$ cat config.mk
export PLATFORM = sky130hd
export DESIGN_NAME = cnu_min_sched
export DESIGN_NICKNAME = d
export VERILOG_FILES = /design/src/rtl/cnu_min_sched.sv
export SDC_FILE = /design/constraint.sdc
export NUM_CORES = 1
export LEC_CHECK = 0
export ABC_CLOCK_PERIOD_IN_PS = 6080
export BUFFER_PORTS_ARGS = -buffer_cell sky130_fd_sc_hd__buf_2
export CORE_ASPECT_RATIO = 1.25
export CORE_MARGIN = 2
export CORE_UTILIZATION = 34
export CTS_CLUSTER_SIZE = 10
export DETAILED_ROUTE_END_ITERATION = 8
export GPL_TIMING_DRIVEN = 0
export REMOVE_ABC_BUFFERS = 1
export SLEW_MARGIN = 20
export SYNTH_ARGS = -nofsm -noshare
export SYNTH_HDL_FRONTEND = slang
export SYNTH_SLANG_ARGS = --single-unit
$ cat constraint.sdc
create_clock -name clk -period 6.08 [get_ports clk]
set_input_delay 1.216 -clock clk [delete_from_list [all_inputs] [get_ports clk]]
set_output_delay 1.216 -clock clk [all_outputs]
set_load 0.005 [all_outputs]
$ cat src/rtl/cnu_min_sched.sv
`default_nettype none
// ============================================================================
// Module : cnu_min_sched
// Brief  : Round-robin scheduler sharing one merge_ppl min/min2 finder among
//          N_REQ requesters, with credit-throttled issue into a result FIFO.
// Rev    : 1.0  initial release
// ============================================================================
module cnu_min_sched #(
  parameter int N_REQ  = 4,
  parameter int SRC_W  = 2,
  parameter int D      = 5,
  parameter int data_w = 8,
  parameter int idx_w  = 8,
  parameter int TAG_W  = 6,
  parameter int LAT    = 2,
  parameter int FIFO_D = 4
) (
  input  logic                        clk,
  input  logic                        rst,
  input  logic [N_REQ-1:0]            req_valid,
  output logic [N_REQ-1:0]            req_ready,
  input  logic [N_REQ*data_w*D-1:0]   req_data,
  input  logic [N_REQ*TAG_W-1:0]      req_tag,
  output logic [data_w*D-1:0]         pp_in,
  input  logic [data_w-1:0]           pp_min,
  input  logic [data_w-1:0]           pp_min2,
  input  logic [idx_w-1:0]            pp_min_idx,
  output logic                        out_valid,
  input  logic                        out_ready,
  output logic [data_w-1:0]           out_min,
  output logic [data_w-1:0]           out_min2,
  output logic [idx_w-1:0]            out_min_idx,
  output logic [SRC_W-1:0]            out_src,
  output logic [TAG_W-1:0]            out_tag,
  output logic                        busy
);

  localparam int ROW_W = data_w * D;
  localparam int ENT_W = 2 * data_w + idx_w + SRC_W + TAG_W;
  localparam int CNT_W = $clog2(FIFO_D + 1);
  localparam int AW    = $clog2(FIFO_D);
  localparam int INF_W = $clog2(LAT + 2);
  localparam int SUM_W = ((CNT_W > INF_W) ? CNT_W : INF_W) + 1;
  localparam int NT    = LAT + 1;

  logic [SRC_W-1:0] r_ptr;
  logic [ROW_W-1:0] r_pp_in;
  logic [NT-1:0]    r_trk_v;
  logic [SRC_W-1:0] r_trk_src [NT];
  logic [TAG_W-1:0] r_trk_tag [NT];
  logic [ENT_W-1:0] r_mem [FIFO_D];
  logic [AW-1:0]    r_wr;
  logic [AW-1:0]    r_rd;
  logic [CNT_W-1:0] r_count;

  logic [INF_W-1:0] w_inflight;
  logic [SUM_W-1:0] w_sum;
  logic             w_can_issue;
  logic             w_found;
  logic             w_fire;
  logic             w_push;
  logic             w_pop;
  int               w_best;
  logic [SRC_W-1:0] w_gnt_id;
  logic [SRC_W-1:0] w_ptr_nxt;
  logic [N_REQ-1:0] w_grant;
  logic [ROW_W-1:0] w_row;
  logic [TAG_W-1:0] w_tag;

  // Credits cover every row already committed: buffered plus in the pipeline.
  always_comb begin
    w_inflight = '0;
    for (int k = 0; k < NT; k++) w_inflight = w_inflight + INF_W'(r_trk_v[k]);
  end
  assign w_sum       = SUM_W'(r_count) + SUM_W'(w_inflight);
  assign w_can_issue = (w_sum < SUM_W'(FIFO_D));

  // Pick the valid requester with the smallest distance from r_ptr.
  always_comb begin
    w_found  = 1'b0;
    w_gnt_id = '0;
    w_best   = N_REQ;
    for (int i = 0; i < N_REQ; i++) begin
      if (req_valid[i] && (((i - int'(r_ptr) + N_REQ) % N_REQ) < w_best)) begin
        w_best   = (i - int'(r_ptr) + N_REQ) % N_REQ;
        w_gnt_id = SRC_W'(i);
        w_found  = 1'b1;
      end
    end
  end

  always_comb begin
    w_grant = '0;
    w_row   = '0;
    w_tag   = '0;
    for (int i = 0; i < N_REQ; i++) begin
      if (w_gnt_id == SRC_W'(i)) begin
        w_row = req_data[i*ROW_W +: ROW_W];
        w_tag = req_tag[i*TAG_W +: TAG_W];
        w_grant[i] = w_found & w_can_issue & ~rst;
      end
    end
  end

  assign req_ready = w_grant;
  assign w_fire    = |w_grant;
  assign w_ptr_nxt = (int'(w_gnt_id) == N_REQ - 1) ? '0 : w_gnt_id + 1'b1;
  assign w_push    = r_trk_v[LAT];
  assign w_pop     = out_valid & out_ready;

  always_ff @(posedge clk) begin
    if (rst) begin
      r_ptr   <= '0;
      r_pp_in <= '0;
      r_trk_v <= '0;
      r_wr    <= '0;
      r_rd    <= '0;
      r_count <= '0;
    end else begin
      r_trk_v <= {r_trk_v[NT-2:0], w_fire};
      if (w_fire) begin
        r_ptr   <= w_ptr_nxt;
        r_pp_in <= w_row;
      end
      if (w_push) r_wr <= (r_wr == AW'(FIFO_D - 1)) ? '0 : r_wr + 1'b1;
      if (w_pop)  r_rd <= (r_rd == AW'(FIFO_D - 1)) ? '0 : r_rd + 1'b1;
      case ({w_push, w_pop})
        2'b10:   r_count <= r_count + 1'b1;
        2'b01:   r_count <= r_count - 1'b1;
        default: r_count <= r_count;
      endcase
    end
  end

  // Payload needs no reset: it is qualified by r_trk_v and the FIFO pointers.
  always_ff @(posedge clk) begin
    r_trk_src[0] <= w_gnt_id;
    r_trk_tag[0] <= w_tag;
    for (int k = 1; k < NT; k++) begin
      r_trk_src[k] <= r_trk_src[k-1];
      r_trk_tag[k] <= r_trk_tag[k-1];
    end
    if (w_push) r_mem[r_wr] <= {pp_min, pp_min2, pp_min_idx, r_trk_src[LAT], r_trk_tag[LAT]};
  end

  assign pp_in     = r_pp_in;
  assign out_valid = (r_count != '0);
  assign {out_min, out_min2, out_min_idx, out_src, out_tag} = r_mem[r_rd];
  assign busy      = (w_inflight != '0) | (r_count != '0);

endmodule
`default_nettype wire
==> metrics.md <==
| Metric | Value |
|---|---|
| Ranking of synthesized cells by area | edfxtp_1, dfxtp_1, mux4_2 |
| Most used DFF post-synth | edfxtp_1 |
| Least-Margin Pin Slew | 799 ps |
| # hold bufs at CTS | 0 |
| Critical Path Source Type | input pin |
| Share of cells above drive strength 1 | 0.374 |
| Post-DP HPWL | 17700 µm |
| CTS tree | yes |
| Area occupied by multi-input gates | 3110 µm² |
| WL per Instance | 18.1 µm |
| WHS Endpoint | r_trk_tag[0][16] |
| CTS root buffer | clkbuf_16 |
| Pwr dens | 489 nW/µm² |
| DR pass1 iterations | 5 |
| Synth cell types | 45 |
| CTS HTree Levels | 1 |
| # clock sinks | 206 |
| Final Power | 0.00566 W |
| Biggest cell delay along the critical path | 510 ps |
| Post-synth top area share | 0.428 |
| Final WL | 25100 µm |
| Slowest-stage cell, CP | ha_2 |
| Die Ht | 186 µm |
| Setup tns final | 0 ps |
| Clock period minus worst slack | 5710 ps |
| Dpl cell area | 10800 µm² |
| CTS Buf Count | 25 |
| R2R setup slack | 890 ps |
| Placed cells | 1336 |
| CP arrival | 4490 ps |
| Yosys Warn Count | 0 |
| Initial antenna violation count | 8 |
| Post-Syn Area | 8990 µm² |
| Post-Route Utilization | 0.445 |
| Post-synthesis average cell area | 11.9 µm² |
| Syn Inst Count | 754 |
| Die area | 27800 µm² |
| FF/Latch Area | 5410 µm² |
| Gr usage total | 0.176 |
| EDFF count, synth | 128 |
| Static Leak | 4.59 nW |
| Clk buf depth | 3 |
| Final instance area | 11600 µm² |
| Core area | 26000 µm² |
| Final net count | 1253 |
| Final Hold Viols | 0 |
| Rows | 66 |
| Largest net degree at the start of global routing | 68 |
| Max Transition Viols Final | 0 |
| Max Freq | 175 MHz |
| Gpl congestion | 0.762 |
| Buffers & Inverters on Critical Path | 3 |
| Clk_lat worst skew | 520 ps |
| Buffers on Ports | 292 |
| Vias in the first global route | 6903 |
| Vias/cell | 5.03 |
| Top delay family on crit path | compound AO/OA/AOI/OAI gates |
| Reg2Reg Depth | 17 |
| Final setup viols | 0 |
| Postcts setup bufs | 0 |
| Global route overflow | 0 |
| Synth top cells by count | edfxtp_1, a21oi_1, dfxtp_1, nand2_1, inv_1 |
| Worst hold stages | 0 |
| RSZ-0062 raised after global routing | no |
| Worst-path clk slew | 50 ps |
| Crit-path cells | buf_2 -> mux2i_1 -> a21oi_1 -> ha_1 -> o21a_1 -> o22ai_1 -> a221o_1 -> o21ai_0 -> ha_1 -> o221ai_1 -> a311o_1 -> inv_1 -> ha_2 -> and2_1 -> buf_2 |
| Crit path max fanout | 16 |
| Die W | 149 µm |
| Worst setup path class | input pin to output port |
| Worst slew margin | 0.467 |
| Post-route antenna net violation count | 0 |
| Synth async-reset ratio | 0 |
| Via Count | 6965 |
| Area grow syn2layout | 28.7% |
| # DRC | 0 |
| Required time of the critical path | 4860 ps |
| Crit path capture type | output port |
| Layout fillers | 2448 |
| Status | complete, no violations |
| Max-Cap Viols | 0 |
| Reg2Reg Capture Point | pp_in[39] |
| Drt initial violations | 369 |
| Worst Min Path Start | r_trk_tag[0][10] |
| First-pass GRT wire length | 37800 µm |
| Initial Util | 0.346 |
| Synth area leader | edfxtp_1 |
| Part of the Yosys area used for sequential elements | 0.601 |
| Most common cell in the netlist | edfxtp_1 |
| # IOs | 293 |
| Min-delay worst type | register to register |
| Worst reg2reg path startpoint | r_ptr[0] |
| Number of synthesized register bits | 206 |
| Non-Filler Instances | 1386 |
| Final period util | 0.939 |
| Worst Skew | 26.9 ps |
| Maximum VDD drop | 288 µV |
[power breakdown]
group / internal (W) / switching (W) / leakage (nW) / total [W]
Sequential: 0.00176 / 0.000157 / 1.80 / 0.00192
Clock: 0.000793 / 0.000532 / 0.351 / 0.00132
Combinational: 0.000959 / 0.00146 / 2.44 / 0.00242
Total: 0.00351 / 0.00215 / 4.59 / 0.00566
[registers in the layout, summed over array words and instances, names as in the netlist, 3 cells and up, named ones only]
register	flops
pp_in	40
r_trk_v	3
r_trk_tag	18
r_mem	128
r_trk_src	6
r_count	3
[what timing repair did]
| item | 4_1_cts | 5_1_grt |
|---|---|---|
| resized for setup | 0 | 2 |
| endpoints found under the setup margin | 0 | 35 |
| hold endpoints to repair | 0 | 0 |
[worst max path at each step]
stage | slack (ps) | to | cells after the start | start
global placement | -2490 | r_ptr[1] | 18 | req_valid[0]
global route | 80 | pp_in[39] | 18 | req_valid[0]
detailed placement | -300 | pp_in[39] | 18 | req_valid[0]
CTS | 240 | pp_in[30] | 18 | req_valid[0]
floorplan | -280 | r_ptr[1] | 18 | req_valid[1]
finish | 370 | req_ready[0] | 15 | req_valid[0]
[cell usage in the layout, fill, tap and decap left out, types with 17 or more instances in the layout]
master,n
edfxtp_1,128
nor3_1,35
dfxtp_1,76
clkbuf_1,17
buf_2,291
inv_1,53
o21ai_0,50
a21oi_1,101
nand2_1,61
nor2_1,40
mux4_2,32
a221oi_1,40
clkbuf_16,25
[cell type report]
| type | count | share of cell area |
|---|---|---|
| well taps | 340 | 0.0368 |
| flip-flops and latches | 206 | 0.468 |
| diodes | 4 | 0.000866 |
| multi-input cells | 435 | 0.269 |
| repair buffers | 301 | 0.144 |
| clock buffers | 44 | 0.0620 |
| clock inverters | 2 | 0.00151 |
| inverters | 54 | 0.0177 |
[logic make-up (layout without fill, tap and decap cells)]
group           Yosys count  in the layout  share of synthesized area
compound gates          202            202                      0.133
xor+xnor                  3              3                    0.00292
fa+ha+maj                15             15                     0.0226
buf+inv                 113            401                     0.0574
flops                   206            206                      0.601
mux                      34             34                     0.0824
other cells               0              4                          0
simple gates            181            181                      0.100
[per-layer routing]
layer,vias up,part of all wire,global-route usage,wire (µm)
li1,3331,-,-,-
met1,3285,0.41,0.231,10200
met2,310,0.47,0.285,11800
met3,35,0.10,0.0507,2590
met4,4,0.019,0.0450,475
met5,-,0.0012,0,31
[per-stage QoR]
| step | worst slack [ps] | hold slack, ps |
|---|---|---|
| 6_report | 373 | 321 |
| 5_1_grt | 83.2 | 323 |
| 4_1_cts | 242 | 322 |
| 3_5_place_dp | -301 | 312 |
| 3_3_place_gp | -2490 | 311 |
| 2_1_floorplan | -278 | 310 |
No activity file was read; power rests on OpenSTA's default activity.
